$ cat src/rtl/ahb_master_if_if.sv
// Signal bundle between the user command/response side, the AHB bus and ahb_master_if.
// The master modport is the bridge's view; slave is the view of whatever drives commands and models the bus.
interface ahb_master_if_if;
    logic        cmd_valid;
    logic        cmd_ready;
    logic        cmd_write;
    logic        cmd_lock;
    logic [31:0] cmd_addr;
    logic [31:0] cmd_wdata;
    logic        hbusreq;
    logic        hlock;
    logic        hgrant;
    logic [31:0] haddr;
    logic [1:0]  htrans;
    logic        hwrite;
    logic [2:0]  hsize;
    logic [31:0] hwdata;
    logic [31:0] hrdata;
    logic        hready;
    logic        hresp;
    logic        rsp_valid;
    logic [31:0] rsp_rdata;
    logic        rsp_err;

    modport master (
        input  cmd_valid, cmd_write, cmd_lock, cmd_addr, cmd_wdata,
        input  hgrant, hrdata, hready, hresp,
        output cmd_ready, hbusreq, hlock, haddr, htrans, hwrite, hsize, hwdata,
        output rsp_valid, rsp_rdata, rsp_err
    );

    modport slave (
        output cmd_valid, cmd_write, cmd_lock, cmd_addr, cmd_wdata,
        output hgrant, hrdata, hready, hresp,
        input  cmd_ready, hbusreq, hlock, haddr, htrans, hwrite, hsize, hwdata,
        input  rsp_valid, rsp_rdata, rsp_err
    );
endinterface

$ cat src/rtl/ahb_master_if.sv
// Single-word AHB master: takes one user command, arbitrates for the bus and runs one NONSEQ transfer.
// Optional AHB_MASTER_RETRY_EN: an ERROR response reissues the transfer, up to two retries.
module ahb_master_if (
    input  logic hclk,
    input  logic hreset,
    ahb_master_if_if.master bus
);
    typedef enum logic [1:0] {IDLE, REQ, ADDR, DATA} state_t;

    localparam logic [1:0] HTRANS_IDLE   = 2'b00;
    localparam logic [1:0] HTRANS_NONSEQ = 2'b10;

    state_t      state_q, state_d;
    logic [31:0] cap_addr_q, cap_addr_d;
    logic [31:0] cap_wdata_q, cap_wdata_d;
    logic        cap_write_q, cap_write_d;
    logic        cap_lock_q, cap_lock_d;
    logic        hbusreq_q, hbusreq_d;
    logic        hlock_q, hlock_d;
    logic [1:0]  htrans_q, htrans_d;
    logic [31:0] haddr_q, haddr_d;
    logic        hwrite_q, hwrite_d;
    logic [31:0] hwdata_q, hwdata_d;
    logic        rsp_valid_q, rsp_valid_d;
    logic [31:0] rsp_rdata_q, rsp_rdata_d;
    logic        rsp_err_q, rsp_err_d;
    logic        retry_now;
`ifdef AHB_MASTER_RETRY_EN
    logic [1:0]  retry_q, retry_d;
`endif

    always_ff @(posedge hclk or posedge hreset) begin
        if (hreset) begin
            state_q     <= IDLE;
            cap_addr_q  <= '0;
            cap_wdata_q <= '0;
            cap_write_q <= 1'b0;
            cap_lock_q  <= 1'b0;
            hbusreq_q   <= 1'b0;
            hlock_q     <= 1'b0;
            htrans_q    <= HTRANS_IDLE;
            haddr_q     <= '0;
            hwrite_q    <= 1'b0;
            hwdata_q    <= '0;
            rsp_valid_q <= 1'b0;
            rsp_rdata_q <= '0;
            rsp_err_q   <= 1'b0;
`ifdef AHB_MASTER_RETRY_EN
            retry_q     <= 2'd0;
`endif
        end else begin
            state_q     <= state_d;
            cap_addr_q  <= cap_addr_d;
            cap_wdata_q <= cap_wdata_d;
            cap_write_q <= cap_write_d;
            cap_lock_q  <= cap_lock_d;
            hbusreq_q   <= hbusreq_d;
            hlock_q     <= hlock_d;
            htrans_q    <= htrans_d;
            haddr_q     <= haddr_d;
            hwrite_q    <= hwrite_d;
            hwdata_q    <= hwdata_d;
            rsp_valid_q <= rsp_valid_d;
            rsp_rdata_q <= rsp_rdata_d;
            rsp_err_q   <= rsp_err_d;
`ifdef AHB_MASTER_RETRY_EN
            retry_q     <= retry_d;
`endif
        end
    end

    always_comb begin
        state_d     = state_q;
        cap_addr_d  = cap_addr_q;
        cap_wdata_d = cap_wdata_q;
        cap_write_d = cap_write_q;
        cap_lock_d  = cap_lock_q;
        hbusreq_d   = hbusreq_q;
        hlock_d     = hlock_q;
        htrans_d    = htrans_q;
        haddr_d     = haddr_q;
        hwrite_d    = hwrite_q;
        hwdata_d    = hwdata_q;
        rsp_valid_d = 1'b0;
        rsp_rdata_d = rsp_rdata_q;
        rsp_err_d   = rsp_err_q;
        retry_now   = 1'b0;
`ifdef AHB_MASTER_RETRY_EN
        retry_d     = retry_q;
        retry_now   = bus.hresp && (retry_q != 2'd2);
`endif

        case (state_q)
            IDLE: begin
                if (bus.cmd_valid) begin
                    cap_addr_d  = {bus.cmd_addr[31:2], 2'b00};
                    cap_wdata_d = bus.cmd_wdata;
                    cap_write_d = bus.cmd_write;
                    cap_lock_d  = bus.cmd_lock;
                    hbusreq_d   = 1'b1;
                    hlock_d     = bus.cmd_lock;
                    state_d     = REQ;
`ifdef AHB_MASTER_RETRY_EN
                    retry_d     = 2'd0;
`endif
                end
            end
            REQ: begin
                if (bus.hgrant && bus.hready) begin
                    state_d  = ADDR;
                    htrans_d = HTRANS_NONSEQ;
                    haddr_d  = cap_addr_q;
                    hwrite_d = cap_write_q;
                    // A locked transfer keeps requesting so the arbiter cannot move away mid-transfer.
                    if (!cap_lock_q) begin
                        hbusreq_d = 1'b0;
                    end
                end
            end
            ADDR: begin
                if (bus.hready) begin
                    state_d  = DATA;
                    htrans_d = HTRANS_IDLE;
                    if (cap_write_q) begin
                        hwdata_d = cap_wdata_q;
                    end
                end
            end
            DATA: begin
                if (bus.hready) begin
                    if (retry_now) begin
                        state_d   = REQ;
                        hbusreq_d = 1'b1;
                        hlock_d   = cap_lock_q;
`ifdef AHB_MASTER_RETRY_EN
                        retry_d   = retry_q + 2'd1;
`endif
                    end else begin
                        state_d     = IDLE;
                        hbusreq_d   = 1'b0;
                        hlock_d     = 1'b0;
                        rsp_valid_d = 1'b1;
                        rsp_rdata_d = cap_write_q ? 32'h0 : bus.hrdata;
                        rsp_err_d   = bus.hresp;
                    end
                end
            end
            default: state_d = IDLE;
        endcase
    end

    assign bus.cmd_ready = (state_q == IDLE);
    assign bus.hbusreq   = hbusreq_q;
    assign bus.hlock     = hlock_q;
    assign bus.htrans    = htrans_q;
    assign bus.haddr     = haddr_q;
    assign bus.hwrite    = hwrite_q;
    assign bus.hsize     = 3'b010;
    assign bus.hwdata    = hwdata_q;
    assign bus.rsp_valid = rsp_valid_q;
    assign bus.rsp_rdata = rsp_rdata_q;
    assign bus.rsp_err   = rsp_err_q;
endmodule

$ cat src/flat_wrapper.sv
// flat-port wrapper written by rule: the top's interface ports become plain ports
module ahb_master_if_flat 
  (hclk, hreset, bus_cmd_valid, bus_cmd_write, bus_cmd_lock, bus_cmd_addr, bus_cmd_wdata, bus_hgrant, bus_hrdata, bus_hready, bus_hresp, bus_cmd_ready, bus_hbusreq, bus_hlock, bus_haddr, bus_htrans, bus_hwrite, bus_hsize, bus_hwdata, bus_rsp_valid, bus_rsp_rdata, bus_rsp_err);
  ahb_master_if_if bus_i ();
  input  logic hclk;
  input  logic hreset;
  input wire logic [$bits(bus_i.cmd_valid)-1:0] bus_cmd_valid;
  input wire logic [$bits(bus_i.cmd_write)-1:0] bus_cmd_write;
  input wire logic [$bits(bus_i.cmd_lock)-1:0] bus_cmd_lock;
  input wire logic [$bits(bus_i.cmd_addr)-1:0] bus_cmd_addr;
  input wire logic [$bits(bus_i.cmd_wdata)-1:0] bus_cmd_wdata;
  input wire logic [$bits(bus_i.hgrant)-1:0] bus_hgrant;
  input wire logic [$bits(bus_i.hrdata)-1:0] bus_hrdata;
  input wire logic [$bits(bus_i.hready)-1:0] bus_hready;
  input wire logic [$bits(bus_i.hresp)-1:0] bus_hresp;
  output wire logic [$bits(bus_i.cmd_ready)-1:0] bus_cmd_ready;
  output wire logic [$bits(bus_i.hbusreq)-1:0] bus_hbusreq;
  output wire logic [$bits(bus_i.hlock)-1:0] bus_hlock;
  output wire logic [$bits(bus_i.haddr)-1:0] bus_haddr;
  output wire logic [$bits(bus_i.htrans)-1:0] bus_htrans;
  output wire logic [$bits(bus_i.hwrite)-1:0] bus_hwrite;
  output wire logic [$bits(bus_i.hsize)-1:0] bus_hsize;
  output wire logic [$bits(bus_i.hwdata)-1:0] bus_hwdata;
  output wire logic [$bits(bus_i.rsp_valid)-1:0] bus_rsp_valid;
  output wire logic [$bits(bus_i.rsp_rdata)-1:0] bus_rsp_rdata;
  output wire logic [$bits(bus_i.rsp_err)-1:0] bus_rsp_err;
  assign bus_i.cmd_valid = bus_cmd_valid;
  assign bus_i.cmd_write = bus_cmd_write;
  assign bus_i.cmd_lock = bus_cmd_lock;
  assign bus_i.cmd_addr = bus_cmd_addr;
  assign bus_i.cmd_wdata = bus_cmd_wdata;
  assign bus_i.hgrant = bus_hgrant;
  assign bus_i.hrdata = bus_hrdata;
  assign bus_i.hready = bus_hready;
  assign bus_i.hresp = bus_hresp;
  assign bus_cmd_ready = bus_i.cmd_ready;
  assign bus_hbusreq = bus_i.hbusreq;
  assign bus_hlock = bus_i.hlock;
  assign bus_haddr = bus_i.haddr;
  assign bus_htrans = bus_i.htrans;
  assign bus_hwrite = bus_i.hwrite;
  assign bus_hsize = bus_i.hsize;
  assign bus_hwdata = bus_i.hwdata;
  assign bus_rsp_valid = bus_i.rsp_valid;
  assign bus_rsp_rdata = bus_i.rsp_rdata;
  assign bus_rsp_err = bus_i.rsp_err;
  ahb_master_if u_core (.hclk(hclk), .hreset(hreset), .bus(bus_i));
endmodule
$ cat config.mk
export PLATFORM = sky130hd
export DESIGN_NAME = ahb_master_if_flat
export DESIGN_NICKNAME = d
export VERILOG_FILES = /design/src/rtl/ahb_master_if_if.sv /design/src/rtl/ahb_master_if.sv /design/src/flat_wrapper.sv
export SDC_FILE = /design/constraint.sdc
export NUM_CORES = 1
export LEC_CHECK = 0
export ABC_AREA = 0
export CAP_MARGIN = 20
export CORE_MARGIN = 4
export CORE_UTILIZATION = 50
export CTS_CLUSTER_SIZE = 10
export DETAILED_ROUTE_END_ITERATION = 10
export GPL_ROUTABILITY_DRIVEN = 0
export PLACE_DENSITY = 0.88
export REMOVE_ABC_BUFFERS = 1
export SLEW_MARGIN = 20
export SYNTH_ARGS = -nofsm -noshare
export SYNTH_HDL_FRONTEND = slang
export SYNTH_SLANG_ARGS = --single-unit
$ cat constraint.sdc
create_clock -name hclk -period 17.4 [get_ports hclk]
set_input_delay 3.48 -clock hclk [delete_from_list [all_inputs] [get_ports hclk]]
set_output_delay 3.48 -clock hclk [all_outputs]
set_load 0.02 [all_outputs]
==> flow_summary.yaml, run 1 <==
timing:
  drv_slew: 0
  fmax_ghz: 0.186
  whs_ps: 484
  min_period_ps: 5370
  rsz0062_at_grt: "no"
  fin_tns_setup_ps: 0
  worstMarginPinSlew_ps: 946
  period_share_pct: 30.9
  maxSlewHeadroom_pct: 36.9
  setup_viol: 0
  skew_ps: 5.53
  fin_ws_ps: 12030
  hold_viol_final: 0
final_layout:
  fin_nets: 765
  final_common_cell: "clkdlybuf4s50_1"
  drive_gt1_share_pct: 15.4
  antennaDiodeCount: 0
  final_cell_area_um2: 9400
  final_cell_mix: "202 x clkdlybuf4s50_1, 166 x dfrtp_1, 69 x mux2_1"
  areaGrowthSynthToFinish_pct: 39.3
  fillers: 896
worst_setup_path:
  worstSetupStartpointType: "register"
  path_class: "register to output pin"
  r2r-start: "u_core.state_q[1]"
  worstPathArrival_ps: 1890
  path_max_fanout: 4
  critical_path_required_ps: 13920
  rr_endpoint: "u_core.bus.haddr[23]"
  worst_setup_path_end_kind: "output pin"
  ff2ff_path_depth: 5
  reg2reg_slack_ps: 15100
global_routing:
  grt_max_degree: 92
  grt_use_total_pct: 19.9
  globalRouteOverflowTotal: 0
  first_global_vias: 4653
  antenna_found_initial: 0
  grt_first_pass_wirelength_um: 23500
  grt_busiest_layer: "met2"
  met3_usage_pct: 7.77
  met2_usage_pct: 33.2
  gr-usage-met1_pct: 23.6
pwr:
  power.net_switching_uw: 595
  power_frac_seq_pct: 38.9
  internal-power_mw: 1.18
  pwr-share-comb_pct: 42.2
  ir_worst_vdd_mv: 0.116
  p_sw_share_pct: 33.6
  p_leak_nw: 4.28
  pwr-share-clk_pct: 18.9
  finalPower_mw: 1.77
  p_per_area_nw_per_um2: 188
floorplan:
  dieWidth_um: 124
  rows: 42
  start_util_pct: 51.0
  die_y_um: 124
  io_pins: 211
  coreArea_um2: 13200
  dieArea_um2: 15400
synthesis:
  syn_inst: 456
  avgSynthCellArea_um2: 14.8
  yosysWarnings: 0
  synth-seq-area-share_pct: 61.6
  yosysUniqueCellTypes: 26
  synth-seq-cells: 166
  syn_area_um2: 6750
detailed_routing:
  post_drt_wl_per_cell_um: 17.6
  drt.antenna.violating_nets: 0
  dr_total_vias: 4182
  drc: 0
  drt-initial-drc-count: 178
  avgViaCountPerCell: 4.96
  first_pass_iters: 4
  routed_wl_um: 14800
clock_network:
  clk_latency_ps: 410
  postCtsSetupRepairBufs: 0
  path_clk_slew_ps: 60
  cts_buffers: 17
  h-tree-depth: 4
  clkSinkCount: 166
  ctsHoldBuffers: 0
  cts_resized: 0
  cts_tree: "yes"
  cts_buffer_depth: 2
  cts-root-buf: "clkbuf_16"
placement:
  pre_cts_slack_ps: 11770
  io_buffers: 202
  placed_cell_area_um2: 8870
  hpwl_um: 10200
min_path:
  hold_end: "u_core.bus.hwdata[31]"
  min_path_type: "register to register"
  worstHoldPathCells: 1
  worstHoldStart: "u_core.cap_wdata_q[31]"
job:
  drv_cap: 0
outcome:
  status: "finished, final reports clean"
[metrics by stage]
step / std cells / utilization [%]
after global routing: 843 / 71.0
after floorplan: 431 / -
after detailed placement: 813 / 67.0
final: 843 / 71.0
after global placement: 812 / 66.8
after CTS: 843 / 71.0
[power by group through the flow]
stage	registers (mW)	clock network [mW]	logic (mW)
after floorplan	0.795	0	0.312
after detailed placement	0.694	0	0.750
after global placement	0.675	0	0.726
after CTS	0.692	0.342	0.758
after global routing	0.714	0.357	0.803
final	0.689	0.334	0.747
[per-layer routing]
metal,routed length [um],share of wire (%)
met5,0,0
met4,246,1.7
met3,1340,9.1
met2,7430,50
met1,5790,39
[Yosys cell counts]
cell	number	area (um^2)
nand3_2	2	20.0
o21ai_1	33	165
inv_1	5	18.8
a21oi_1	2	10.0
buf_6	6	67.6
nor3_1	1	5.00
nand2b_1	35	219
inv_2	2	7.51
a31oi_1	1	6.26
buf_4	7	52.6
o2111ai_2	1	15.0
buf_2	11	55.1
mux2_4	60	901
conb_1	2	7.51
nor2_1	1	3.75
mux2_1	69	777
o32a_1	1	10.0
a21oi_2	1	8.76
dfrtp_1	166	4150
clkbuf_1	5	18.8
ha_1	5	62.6
o22ai_1	1	6.26
nand2_2	1	6.26
nor2b_1	1	6.26
nand2_1	36	135
a22o_1	1	8.76
[logic make-up (layout without fill, tap and decap cells)]
family	after synthesis	count (layout)	synth area share (%)
flip-flops	166	166	61.6
multiplexers	129	129	24.9
AND/OR/NAND/NOR	77	77	5.86
AO/OA/AOI/OAI	41	41	3.41
buffers and inverters	36	243	3.26
adder cells (fa/ha/maj)	5	5	0.927
other	2	6	0.111
[worst max-delay path, cell delays in order, from the launching register on]
cell             delay [ps]
dfrtp_1                 420
inv_1                   120
ha_1                    280
clkdlybuf4s50_1         660
[cell type report]
cell class	instances	area (um^2)	share of cell area (%)
repair buffers	206	2070	22.0
flip-flops and latches	166	4150	44.2
inverters	7	31.3	0.333
clock buffers	20	467	4.97
multi-input cells	258	2400	25.5
clock inverters	10	57.6	0.612
well taps	176	220	2.34
[worst max-delay path by stage]
stage                            startpoint                    to  slack [ps]  cells past startpoint
after detailed placement         bus_hready  u_core.bus.haddr[18]       11770                      4
after floorplan                      hreset  u_core.bus.haddr[10]        9430                      1
final                     u_core.state_q[0]         bus_cmd_ready       12030                      3
after global placement           bus_hready  u_core.bus.haddr[30]       11540                      3
after global routing      u_core.state_q[1]         bus_cmd_ready       11960                      3
after CTS                 u_core.state_q[0]         bus_cmd_ready       12000                      3
[flip-flops by register name (all words and copies together) (netlist names)]
register,flops
u_core.bus.haddr,30
u_core.cap_lock_q,1
u_core.bus.hbusreq,1
u_core.bus.rsp_err,1
u_core.bus.hwdata,32
u_core.bus.rsp_valid,1
u_core.bus.hwrite,1
u_core.cap_write_q,1
u_core.cap_wdata_q,32
u_core.bus.hlock,1
u_core.bus.htrans,1
u_core.bus.rsp_rdata,32
u_core.cap_addr_q,30
u_core.state_q,2
Note: power is estimated with default switching activity, not from simulation.
==> inputs of run 2 (changes only) <==
--- a/config.mk
+++ b/config.mk
@@ -8,11 +8,11 @@
 export ABC_AREA = 0
 export CAP_MARGIN = 20
 export CORE_MARGIN = 4
-export CORE_UTILIZATION = 50
+export CORE_UTILIZATION = 42
 export CTS_CLUSTER_SIZE = 10
 export DETAILED_ROUTE_END_ITERATION = 10
 export GPL_ROUTABILITY_DRIVEN = 0
-export PLACE_DENSITY = 0.88
+export PLACE_DENSITY = 0.79
 export REMOVE_ABC_BUFFERS = 1
 export SLEW_MARGIN = 20
 export SYNTH_ARGS = -nofsm -noshare
==> constraint.sdc (replaced) <==
create_clock -name hclk -period 4.9 [get_ports hclk]
set_input_delay 0.98 -clock hclk [delete_from_list [all_inputs] [get_ports hclk]]
set_output_delay 0.98 -clock hclk [all_outputs]
set_load 0.02 [all_outputs]
==> run 2 against run 1 <==
  * Sequential share of layout area shrank 0.57 points
  * Critical endpoint unchanged
  * Highest routed layer unchanged
  * Utilization down 11 points
  * Via count rose by 0.17%
==> flow_summary.yaml, run 2 (synthesized netlist as in run 1, its figures left out) <==
outcome:
  status: "finished, final reports clean"
timing:
  drv_slew: 0
  worstMarginPinSlew_ps: 934
  fmax_ghz: 0.352
  hold_viol_final: 0
  rsz0062_at_grt: "no"
  min_period_ps: 2840
  skew_ps: 7.50
  maxSlewHeadroom_pct: 37.7
  period_share_pct: 57.9
  setup_viol: 0
final_layout:
  postLayoutCoreUtil_pct: 60.2
  final_cells: 887
  antennaDiodeCount: 0
  fin_nets: 767
  final_common_cell: "clkdlybuf4s50_1"
  drive_gt1_share_pct: 15.6
  areaGrowthSynthToFinish_pct: 41.1
  final_cell_mix: "202 x clkdlybuf4s50_1, 166 x dfrtp_1, 69 x mux2_1"
worst_setup_path:
  critical_path_required_ps: 3920
  worstSetupStartpointType: "register"
  path_max_fanout: 4
  worstPathCellList: "inv_1, ha_1, clkdlybuf4s50_1"
  worstPathArrival_ps: 1860
  critPathBufInv: 2
  worst_setup_path_end_kind: "output pin"
  path_class: "register to output pin"
  reg2reg_slack_ps: 2210
  cpMaxStageDelayCell: "clkdlybuf4s50_1"
  path_delay_family: "buffers and inverters"
  crit_path_max_incr_delay_ps: 640
floorplan:
  dieWidth_um: 135
  dieArea_um2: 18200
  io_pins: 211
  start_util_pct: 42.6
  die_y_um: 135
  rows: 46
  coreArea_um2: 15800
global_routing:
  first_global_vias: 4628
  grt_max_degree: 85
  antenna_found_initial: 0
  met3_usage_pct: 6.04
  grt_use_total_pct: 17.0
  grt_busiest_layer: "met2"
  gr-usage-met1_pct: 20.5
  grt_first_pass_wirelength_um: 24300
  globalRouteOverflowTotal: 0
  met2_usage_pct: 28.5
clock_network:
  ctsHoldBuffers: 0
  h-tree-depth: 4
  clkSinkCount: 166
  cts-root-buf: "clkbuf_16"
  clk_latency_ps: 410
  cts_tree: "yes"
  path_clk_slew_ps: 60
  cts_buffers: 17
  cts_buffer_depth: 2
  cts_resized: 0
  postCtsSetupRepairBufs: 0
pwr:
  finalPower_mw: 6.40
  p_leak_nw: 4.31
  ir_worst_vdd_mv: 0.323
  p_per_area_nw_per_um2: 672
placement:
  dp.cells: 855
  hpwl_um: 10500
  io_buffers: 202
detailed_routing:
  avgViaCountPerCell: 4.72
  drt-initial-drc-count: 143
  routed_wl_um: 14800
  dr_total_vias: 4189
  drt.antenna.violating_nets: 0
  drc: 0
  post_drt_wl_per_cell_um: 16.7
  first_pass_iters: 4
job:
  drv_cap: 0
min_path:
  min_path_type: "register to register"
==> run 2: power by group <==
part           internal (mW)  switching, mW  total, mW
logic                   1.46           1.17       2.63
registers               2.03          0.400       2.43
clock network          0.796          0.541       1.34
==> run 2: path summary, 6_finish.rpt <==
kind / from / endpoint / depth (start not counted)
setup / recovery: u_core.state_q[0] / bus_cmd_ready / 3
hold / removal: u_core.bus.rsp_rdata[6] / u_core.bus.rsp_rdata[6] / 2
setup reg to reg: u_core.cap_write_q / u_core.bus.hwdata[30] / 3
hold reg to reg: u_core.bus.rsp_rdata[6] / u_core.bus.rsp_rdata[6] / 2
max in group asynchronous: hreset / u_core.cap_addr_q[20] / 3
min in group asynchronous: hreset / u_core.bus.hwdata[26] / 2
==> run 2: area by class of cell <==
cell class              instances  area (um^2)
fillers                      1216         6310
flip-flops and latches        166         4150
multi-input cells             258         2390
repair buffers                208         2080
clock buffers                  22          474
well taps                     216          270
clock inverters                10          120
inverters                       7         31.3
==> run 2: stage by stage <==
| stage | cell area, um^2 | hold slack [ps] | TNS [ps] | setup WS (ps) |
|---|---|---|---|---|
| 3_3_place_gp | 8930 | 463 | 0 | 1710 |
| 3_5_place_dp | 8930 | 476 | 0 | 1670 |
| 6_report | 9520 | 485 | 0 | 2060 |
| 4_1_cts | 9520 | 492 | 0 | 2020 |
| 2_1_floorplan | 6570 | 454 | -94620 | -570 |
| 5_1_grt | 9520 | 503 | 0 | 1920 |
==> run 2: worst min-delay path: stages, from the launching register on <==
cell and delay (ps):
dfrtp_1 340, nand2_1 50, o21ai_1 60
==> run 2: metal layers <==
| metal | vias to the layer above | routed length [um] |
|---|---|---|
| li1 | 1945 | - |
| met1 | 2089 | 6180 |
| met2 | 142 | 7220 |
| met3 | 13 | 1210 |
| met4 | 0 | 182 |
| met5 | - | 0 |
